## src/rtl/lsu_rmw.sv

```systemverilog
// lsu_rmw: load/store unit with read-modify-write for byte/halfword stores; define LSU_MISALIGN_TRAP_EN to trap misaligned accesses
module lsu_rmw #(
  parameter int ADDR_W = 32
) (
  input  logic              clk,
  input  logic              rst,
  input  logic              req_valid,
  output logic              req_ready,
  input  logic              req_we,
  input  logic [2:0]        req_funct3,
  input  logic [ADDR_W-1:0] req_addr,
  input  logic [31:0]       req_wdata,
  output logic              resp_valid,
  input  logic              resp_ready,
  output logic [31:0]       resp_rdata,
  output logic              resp_err,
  output logic              mem_read,
  output logic              mem_write,
  output logic [ADDR_W-1:0] mem_addr,
  output logic [31:0]       mem_wdata,
  input  logic [31:0]       mem_rdata
);
  typedef enum logic [2:0] {IDLE, LOAD, RMW_RD, WRITE, RESP} state_t;
  state_t state_q, state_d;
  logic we_q, we_d, err_q, err_d;
  logic [2:0] f3_q, f3_d;
  logic [ADDR_W-1:0] addr_q, addr_d;
  logic [31:0] wdata_q, wdata_d, rdata_q, rdata_d, ext, merged;
  logic [7:0] lb;
  logic [15:0] lh;
  logic ill, mis;
  assign ill = req_we ? (req_funct3[2] | req_funct3 == 3'b011)
                      : (req_funct3 == 3'b011 | req_funct3[2:1] == 2'b11);
`ifdef LSU_MISALIGN_TRAP_EN
  assign mis = (req_funct3[1:0] == 2'b01 & req_addr[0]) | (req_funct3[1:0] == 2'b10 & |req_addr[1:0]);
`else
  assign mis = 1'b0;
`endif
  assign lb = mem_rdata[{addr_q[1:0], 3'b000} +: 8];
  assign lh = mem_rdata[{addr_q[1], 4'b0000} +: 16];
  assign ext = f3_q == 3'b000 ? {{24{lb[7]}}, lb} :
               f3_q == 3'b001 ? {{16{lh[15]}}, lh} :
               f3_q == 3'b100 ? {24'h0, lb} :
               f3_q == 3'b101 ? {16'h0, lh} : mem_rdata;
  // splice the store byte/halfword into the word just read
  always_comb begin
    merged = mem_rdata;
    if (f3_q[0]) merged[{addr_q[1], 4'b0000} +: 16] = wdata_q[15:0];
    else merged[{addr_q[1:0], 3'b000} +: 8] = wdata_q[7:0];
  end
  // state and latched request registers
  always_ff @(posedge clk) begin
    if (rst) begin
      state_q <= IDLE;
      we_q    <= 1'b0;
      err_q   <= 1'b0;
      f3_q    <= 3'b0;
      addr_q  <= '0;
      wdata_q <= 32'h0;
      rdata_q <= 32'h0;
    end else begin
      state_q <= state_d;
      we_q    <= we_d;
      err_q   <= err_d;
      f3_q    <= f3_d;
      addr_q  <= addr_d;
      wdata_q <= wdata_d;
      rdata_q <= rdata_d;
    end
  end
  // next-state: sequencing plus datapath updates
  always_comb begin
    state_d = state_q;
    we_d    = we_q;
    err_d   = err_q;
    f3_d    = f3_q;
    addr_d  = addr_q;
    wdata_d = wdata_q;
    rdata_d = rdata_q;
    case (state_q)
      IDLE: if (req_valid) begin
        we_d    = req_we;
        f3_d    = req_funct3;
        addr_d  = req_addr;
        wdata_d = req_wdata;
        rdata_d = 32'h0;
        err_d   = ill | mis;
        state_d = (ill | mis) ? RESP : !req_we ? LOAD : req_funct3[1:0] == 2'b10 ? WRITE : RMW_RD;
      end
      LOAD: begin
        rdata_d = ext;
        state_d = RESP;
      end
      RMW_RD: begin
        wdata_d = merged;
        state_d = WRITE;
      end
      WRITE: state_d = RESP;
      RESP: state_d = resp_ready ? IDLE : RESP;
      default: state_d = IDLE;
    endcase
  end
  // outputs decoded from state; write strobe is blocked while reset is asserted
  always_comb begin
    req_ready  = (state_q == IDLE) & ~rst;
    resp_valid = state_q == RESP;
    resp_rdata = resp_valid ? rdata_q : 32'h0;
    resp_err   = resp_valid & err_q;
    mem_read   = (state_q == LOAD) | (state_q == RMW_RD);
    mem_write  = (state_q == WRITE) & ~rst;
    mem_addr   = (mem_read | mem_write) ? {addr_q[ADDR_W-1:2], 2'b00} : '0;
    mem_wdata  = mem_write ? wdata_q : 32'h0;
  end
  logic unused;
  assign unused = we_q;
endmodule

```

## config.mk

```make
export PLATFORM = sky130hd
export DESIGN_NAME = lsu_rmw
export DESIGN_NICKNAME = d
export VERILOG_FILES = /design/src/rtl/lsu_rmw.sv
export SDC_FILE = /design/constraint.sdc
export NUM_CORES = 1
export LEC_CHECK = 0
export BUFFER_PORTS_ARGS = -buffer_cell sky130_fd_sc_hd__buf_2
export CORE_MARGIN = 4
export CORE_UTILIZATION = 55
export CTS_CLUSTER_SIZE = 16
export DETAILED_ROUTE_END_ITERATION = 12
export GPL_TIMING_DRIVEN = 0
export PLACE_DENSITY = 0.95
export SLEW_MARGIN = 20
export SYNTH_ARGS = -nofsm -noshare
export SYNTH_HDL_FRONTEND = slang
export SYNTH_SLANG_ARGS = --single-unit
```

## constraint.sdc

```tcl
create_clock -name clk -period 5.6 [get_ports clk]
set_clock_uncertainty 0.1 [all_clocks]
set_input_delay 0.28 -clock clk [delete_from_list [all_inputs] [get_ports clk]]
set_output_delay 0.28 -clock clk [all_outputs]
set_load 0.02 [all_outputs]
```

Yosys cells after proc, flatten, opt, wreduce, memory -nomap -nowiden
Index checks and enable logic that the tools add are counted.
{"block": "op_classes", "n_shift": 6, "n_addsub": 2, "bitwise_logic": 8, "n_eq_ne": 11, "reduce_logical": 8, "mux": 21}
{"operator": "$mux W32", "n": 10}
{"operator": "$pmux W32 S2", "n": 2}
{"operator": "$bwmux W32", "n": 2}
{"operator": "$shift A16 B7 Y32 const A", "n": 1}
{"operator": "$shift A8 B7 Y32 const A", "n": 1}
{"operator": "$shiftx A16 B7 Y32", "n": 1}
{"operator": "$shiftx A32 B6 Y16", "n": 1}
{"operator": "$shiftx A32 B6 Y8", "n": 1}
{"operator": "$shiftx A8 B7 Y32", "n": 1}
{"operator": "$neg A5 Y7", "n": 2}
{"operator": "$pmux W3 S4", "n": 1}
{"operator": "$eq A3 B2 Y1 const B", "n": 3}
{"operator": "$eq A3 B3 Y1 const B", "n": 3}
{"operator": "$mux W3", "n": 3}
{"operator": "$eq A3 B1 Y1 const B", "n": 2}
{"operator": "$logic_not A3 Y1", "n": 2}
{"operator": "$reduce_and A2 Y1", "n": 3}
{"operator": "$eq A2 B2 Y1 const B", "n": 2}
{"operator": "$or A1 B1 Y1", "n": 4}
{"operator": "$reduce_bool A2 Y1", "n": 2}
{"operator": "$and A1 B1 Y1", "n": 3}
{"operator": "$mux W1", "n": 2}
{"operator": "$mux W2", "n": 1}
{"operator": "$ne A2 B2 Y1 const B", "n": 1}
{"operator": "2 further kinds", "n": 2}
{"block": "word_totals", "elab_cells": 62, "ff_bits": 103, "input_bits": 104, "out_inout_bits": 101}

Depth between registers and ports, before layout
Gate-level depths: netlist of the first run.
{"block": "depth", "word_depth": 6, "mapped_depth": 8, "mapped_depth_nobuf": 6}

Worst setup path after synthesis of the first run
No wires, ideal clock.
{"block": "synth_timing", "path_kind": "register -> output", "startpoint": "register state_q[1]", "endpoint": "output mem_addr[10]", "slack_ns": 3.358, "required_ns": 5.220, "path_stages_with_launch": 8, "arrival_time_ns": 1.862, "path_buffers": 3, "path_cell_list": "dfxtp_1 > buf_2 > or3b_1 > buf_6 > o21ai_1 > nor2_1 > clkbuf_1 > nor2b_1"}
{"block": "synth_between", "elab_chain_len": 4, "elab_cells_between_ends": 7, "cone_classes": "3 x eq/ne; 1 x mux; 3 x bitwise"}
{"element": "start, declared", "line_no": "24", "text": "state_t state_q, state_d;"}
{"element": "start signal, assigned", "line_no": "62", "text": "state_q <= state_d;"}
{"element": "$eq A3 B1 Y1 / $eq A3 B2 Y1 (equally long branches)", "line_no": "109", "text": "mem_read = (state_q == LOAD) | (state_q == RMW_RD);"}
{"element": "$or A1 B1 Y1 *", "line_no": "109"}
{"element": "net mem_read", "line_no": "17", "text": "output logic mem_read,"}
{"element": "$or A1 B1 Y1 *", "line_no": "111", "text": "mem_addr = (mem_read | mem_write) ? {addr_q[ADDR_W-1:2], 2'b00} : '0;"}
{"element": "$mux W32 *", "line_no": "111"}
{"element": "end, declared", "line_no": "19", "text": "output logic [ADDR_W-1:0] mem_addr,"}
The timed path passes the listed nets; every way through them passes the cells marked *.

Worst setup path in the final report of the first run
{"block": "layout_timing", "startpoint": "register state_q[1]", "endpoint": "output mem_addr[22]"}
{"block": "layout_between", "elab_chain_len": 4, "elab_cells_between_ends": 7, "cone_classes": "3 x eq/ne; 1 x mux; 3 x bitwise"}
{"element": "$eq A3 B1 Y1, or another cell as far along", "line_no": "109"}
{"element": "$or A1 B1 Y1 / $and A1 B1 Y1 (equally long branches)", "line_no": "109, 110"}
{"element": "$or A1 B1 Y1 *", "line_no": "111"}
{"element": "$mux W32 *", "line_no": "111"}
Mark *: on every way between the ends. The rest lies on a longest branch, timed or not.

==> impl_metrics.ini, run 1 <==
[clocking]
cts_sinks = 103
insertion_delay_ns = 0.38
root_buffer = clkbuf_8
clock_path_buffers = 2
ctsHoldBuffers = 0
htree_levels = 3
cts_resized = 0
clk_pin_slew_worst_paths_ns = 0.11
cts_made_buffers = 9
cts_tree = yes
cts_setup_buffers = 0

[setup_path]
crit_type = flop to primary output
worst_r2r_startpoint = addr_q[0]
cp_max_fo = 10
critPathSlowestCell = nor3_2
crit_chain = buf_2, clkinv_1, nor3_2, nor2_1, clkbuf_1, nor2b_1, buf_2
crit_required_ns = 5.22
crit_family = buffers and inverters
cpMostUsedCell = buf_2
setup.worst_path.start = state_q[1]
worstPathArrival_ns = 2.64
cp-start-kind = flop
crit_buf_inv = 4
max_stage_delay_ns = 0.57
cp-end-kind = primary output

[min_path]
worstHoldStart = req_addr[8]
hold_class = primary input to flop

[floorplanning]
die_y_um = 111
die_w_um = 111
core-area_sq_um = 10400
rows = 37
floorplan.initialDensity_pct = 56.5
io_pins = 205
die-area_sq_um = 12400

[yosys]
postSynthCellCount = 745
avgSynthCellArea_sq_um = 7.87
async_flop_share_pct = 0
ys_ff_latch = 103
ys.flop_type = dfxtp_1
ys_types = 60
syn_area_sq_um = 5860
seq_area_frac_synth_pct = 35.2
yosys_warnings = 0
synth-edff-count = 0

[timing]
setup_viol = 0
fin_crit_sh_pct = 53.9
rsz0062_at_grt = false
finalHoldViolCount = 0
max_slew_margin_pct = 46.9
drv_slew = 0
finalCriticalPeriod_ns = 3.02
worst_pin_slew_ns = 0.796
max_clock_freq_ghz = 0.331
tns_ns = 0

[layout]
n_fill_cell = 882
layout-drive-gt1-share_pct = 28.7
fin_area_sq_um = 7250
fin_util_pct = 69.9
area_growth_pct = 23.6
diodes = 0
nNetsFinal = 1067

[flow_run]
cap_violations = 0

[power]
cellPowerDensity_nw_per_um2 = 248
peakVddDrop_mv = 0.182
power.leakage_nw = 3.18

[grt]
track_usage_pct = 31.4
grt_pass1_vias = 6305
grt-ovfl-total = 0
grt_pass1_wl_mm = 32.0
grt_antenna_before_repair = 0
grt_max_degree = 19

[placed_design]
place.gp.congestion = 0.992
portBuffers = 201
place_area_sq_um = 7040
hpwl_mm = 15.5

[route]
viasPerCell = 5.95
firstDrtPassIters = 5
antenna_left = 0
drc = 0
drt_iter0_drc = 549
wl_mm = 20.0
route.detailed.wl_per_inst_um = 18.2
num_vias = 6535

[outcome]
status = completed
[layer usage]
metal	up-vias	track usage, %	wire length (um)
met5	-	0	0
met4	0	12.7	774
met3	84	8.73	2290
met2	425	52.2	9260
met1	2973	38.3	7680
li1	3053	-	-
[cell families after synthesis]
kind of cell / share of synthesized area, %
other: 0.0640
and+or+nand+nor: 29.3
DFF: 35.2
adders and majority gates: 1.07
AOI/OAI and AO/OA: 26.9
muxes: 1.43
buffers and inverters: 6.06
[placed cells by master (no fill, tap or decap), types with 10 or more instances in the layout]
cell type	synthesis	routed
buf_2	11	212
nand2_1	137	137
dfxtp_1	103	103
and2_1	65	65
a21oi_1	59	59
nor2_1	54	54
clkbuf_1	42	42
nor2b_1	33	33
a22o_1	23	23
nor3_1	20	20
a221oi_1	20	20
o22ai_1	15	15
inv_1	12	12
o211ai_2	10	10
[per-stage QoR]
step | power [mW] | setup slack, ns | std cells | hold slack, ns
after detailed placement | 1.30 | 3.03 | 1083 | 0.342
after floorplan | 1.15 | 3.36 | 746 | 0.316
final | 1.80 | 2.58 | 1099 | 0.0221
after CTS | 1.78 | 2.61 | 1099 | 0.0236
after global routing | 1.87 | 2.44 | 1099 | 0.0252
after global placement | 1.29 | 3.08 | 1083 | 0.337
[Yosys cell counts, types with 7 or more instances]
master,number,area [sq um]
a211oi_1,8,60.1
a211oi_2,8,100
a21boi_0,7,52.6
a21oi_1,59,295
a221oi_1,20,175
a22o_1,23,201
a22oi_1,8,60.1
a311oi_1,9,78.8
a31o_2,7,61.3
and2_1,65,407
buf_2,11,55.1
clkbuf_1,42,158
dfxtp_1,103,2060
inv_1,12,45.0
nand2_1,137,514
nand2b_1,7,43.8
nor2_1,54,203
nor2b_1,33,206
nor3_1,20,100
o211ai_2,10,125
o21ai_0,9,45.0
o22ai_1,15,93.8
o32ai_1,7,61.3
[area by class of cell]
cell class	count	area (sq um)	share of cell area, %
sequential	103	2060	28.4
clock buffer	9	124	1.71
tap	136	170	2.35
inverter	13	48.8	0.673
multi-input combinational	566	3450	47.6
timing repair buffer	201	1010	13.9
clock inverter	7	77.6	1.07
buffer	64	307	4.23
[path summary, 6_finish.rpt]
check	to	slack, ns	depth (start not counted)
worst max register to register	wdata_q[24]	3.11	7
worst min register to register	addr_q[30]	0.36	2
worst max-delay path	mem_addr[22]	2.58	7
worst min-delay path	addr_q[8]	0.02	3
[worst min-delay path, delay by kind of cell]
family                 cells  cell delay, ns
AND/OR/NAND/NOR            1            0.05
buffers and inverters      1            0.09
AO/OA/AOI/OAI              1            0.05
[where the power goes]
group	internal (mW)	switching [mW]	total, mW
clock	0.212	0.282	0.494
combinational	0.172	0.284	0.455
sequential	0.797	0.0499	0.847
total	1.18	0.615	1.80
[flip-flops by register name, indices dropped and copies added, names as in the netlist]
| name | flops |
|---|---|
| rdata_q | 32 |
| wdata_q | 32 |
| state_q | 3 |
| err_q | 1 |
| f3_q | 3 |
| addr_q | 32 |
(Power assumes the default switching activity.)
==> inputs of run 2 (changes only) <==
- CORE_UTILIZATION: 55 -> 46
- PLACE_DENSITY: 0.95 -> 0.88
- clock period: 5.6 -> 2.66 ns (I/O delays scaled with it)
==> run 2 against run 1 <==
Compared with the run above: register-to-register slack worse by 2.9 ns; core utilization shrank 5.8 points; largest power group unchanged; final area grew 8.5%; wire length is 6.0% higher; critical path type unchanged; via count grew 3.0%; critical endpoint is now mem_addr[12]; highest routed layer unchanged.
==> impl_metrics.ini, run 2 (synthesis gave the netlist of run 1 again) <==
[power]
peakVddDrop_mv = 0.505
switching_share_pct = 30.9
power.leakage_nw = 3.43
p_total_mw = 4.24
intPower_mw = 2.93
combPwrFrac_pct = 23.9
switchingPower_mw = 1.31
power_frac_seq_pct = 42.2
power_frac_clock_pct = 33.9
cellPowerDensity_nw_per_um2 = 539

[grt]
grt_pass1_vias = 6494
track_usage_pct = 28.3
grt-ovfl-total = 0
grt_pass1_wl_mm = 32.9
grt_max_degree = 16
grt_antenna_before_repair = 0

[setup_path]
worstPathArrival_ns = 2.23
max_stage_delay_ns = 0.38
cp-end-kind = primary output
cp_max_fo = 10
r2r_slack_ns = 0.24
critPathSlowestCell = or3b_1
crit_required_ns = 2.43
cp.depth = 8
crit_buf_inv = 4
rr_worst_depth = 6
cpMostUsedCell = buf_2
crit_type = flop to primary output
cp-start-kind = flop
crit_family = buffers and inverters
crit_chain = buf_2, or3b_1, buf_6, o21ai_1, nor2_1, clkbuf_2, nor2b_1, buf_2

[clocking]
insertion_delay_ns = 0.36
cts_tree = yes
cts_sinks = 103
clock_path_buffers = 2
clk_pin_slew_worst_paths_ns = 0.07
root_buffer = clkbuf_16
cts_made_buffers = 9
htree_levels = 3

[floorplanning]
die_y_um = 121
core-area_sq_um = 12300
io_pins = 205
floorplan.initialDensity_pct = 47.8
die-area_sq_um = 14600
rows = 40
die_w_um = 121

[route]
firstDrtPassIters = 5
route.detailed.wl_per_inst_um = 18.1
drt_iter0_drc = 834
wl_mm = 21.2
antenna_left = 0
num_vias = 6732
viasPerCell = 5.73
drc = 0

[timing]
finalCriticalPeriod_ns = 2.47
finalHoldViolCount = 0
setup_viol = 0
worst_pin_slew_ns = 0.821
tns_ns = 0
rsz0062_at_grt = false
fin_crit_sh_pct = 92.7
drv_slew = 0
max_clock_freq_ghz = 0.405
max_slew_margin_pct = 45.3

[outcome]
status = completed

[layout]
fin_area_sq_um = 7870
nNetsFinal = 1112
fin_util_pct = 64.1
largestRegisters = addr_q: 32 flops, rdata_q: 32 flops, wdata_q: 32 flops
layout-drive-gt1-share_pct = 27.6
area_growth_pct = 34.2
diodes = 0
final_common_cell = buf_2
mostFrequentLayoutCells = buf_2, nand2_1, dfxtp_1, and2_1, a21oi_1

[placed_design]
place.gp.congestion = 0.969
place_area_sq_um = 7080
portBuffers = 201
hpwl_mm = 15.7

[min_path]
holdPathStages = 3
hold_class = primary input to flop

[flow_run]
cap_violations = 0
## run 2: cell types whose count changed in the layout (fill, tap and decap cells not counted), sizes merged
cell,delta
dlygate4sd3,+45
inv,-3
clkinv,-1
bufinv,+1
clkbuf,+2
## run 2: repair_timing
item	CTS	global route
setup buffers	0	0
pin swaps	0	1
gates resized for setup	2	6
hold buffers	45	0
hold endpoints to repair	46	0
setup endpoints to repair	30	41
## run 2: metal layers
layer  wire, um  GRT usage (%)  part of all wire [%]  up-vias
met1       8070           34.4                    38     3084
met2       9730           46.8                    46      436
met3       2490           7.55                    12       75
li1           -              -                     -     3137
met5          0              0                     0        -
met4        924           12.7                   4.4        0
## run 2: final cells by class
class	instances	area, sq um
clock inverter	4	70.1
fill	1056	4400
clock buffer	11	243
tap	168	210
multi-input combinational	566	3460
buffer	64	309
inverter	13	52.6
sequential	103	2060
timing repair buffer	246	1460
## run 2: power groups by stage
| stage | logic [mW] | clock network (mW) | registers (mW) |
|---|---|---|---|
| floorplan | 0.638 | 0 | 1.77 |
| global placement | 0.916 | 0 | 1.81 |
| detailed placement | 0.930 | 0 | 1.82 |
| CTS | 0.989 | 1.45 | 1.78 |
| global route | 1.11 | 1.50 | 1.80 |
| finish | 1.01 | 1.44 | 1.79 |
## run 2: worst min-delay path, stage by stage
cell and delay, ns:
buf_2 0.13, nor2_1 0.05, o211ai_1 0.14
## run 2: through the flow
step	hold WS (ns)	setup WS, ns	instances
4_1_cts	0.0109	0.00646	1175
6_report	0.0264	0.193	1175
5_1_grt	0.0271	0.00404	1175
3_5_place_dp	0.279	0.301	1115
3_3_place_gp	0.275	0.324	1115
2_1_floorplan	0.169	0.565	746
## run 2: final timing paths
path | from | to
worst max-delay path | state_q[1] | mem_addr[12]
worst min-delay path | mem_rdata[18] | rdata_q[18]
worst max register to register | addr_q[0] | wdata_q[19]
worst min register to register | addr_q[7] | addr_q[7]
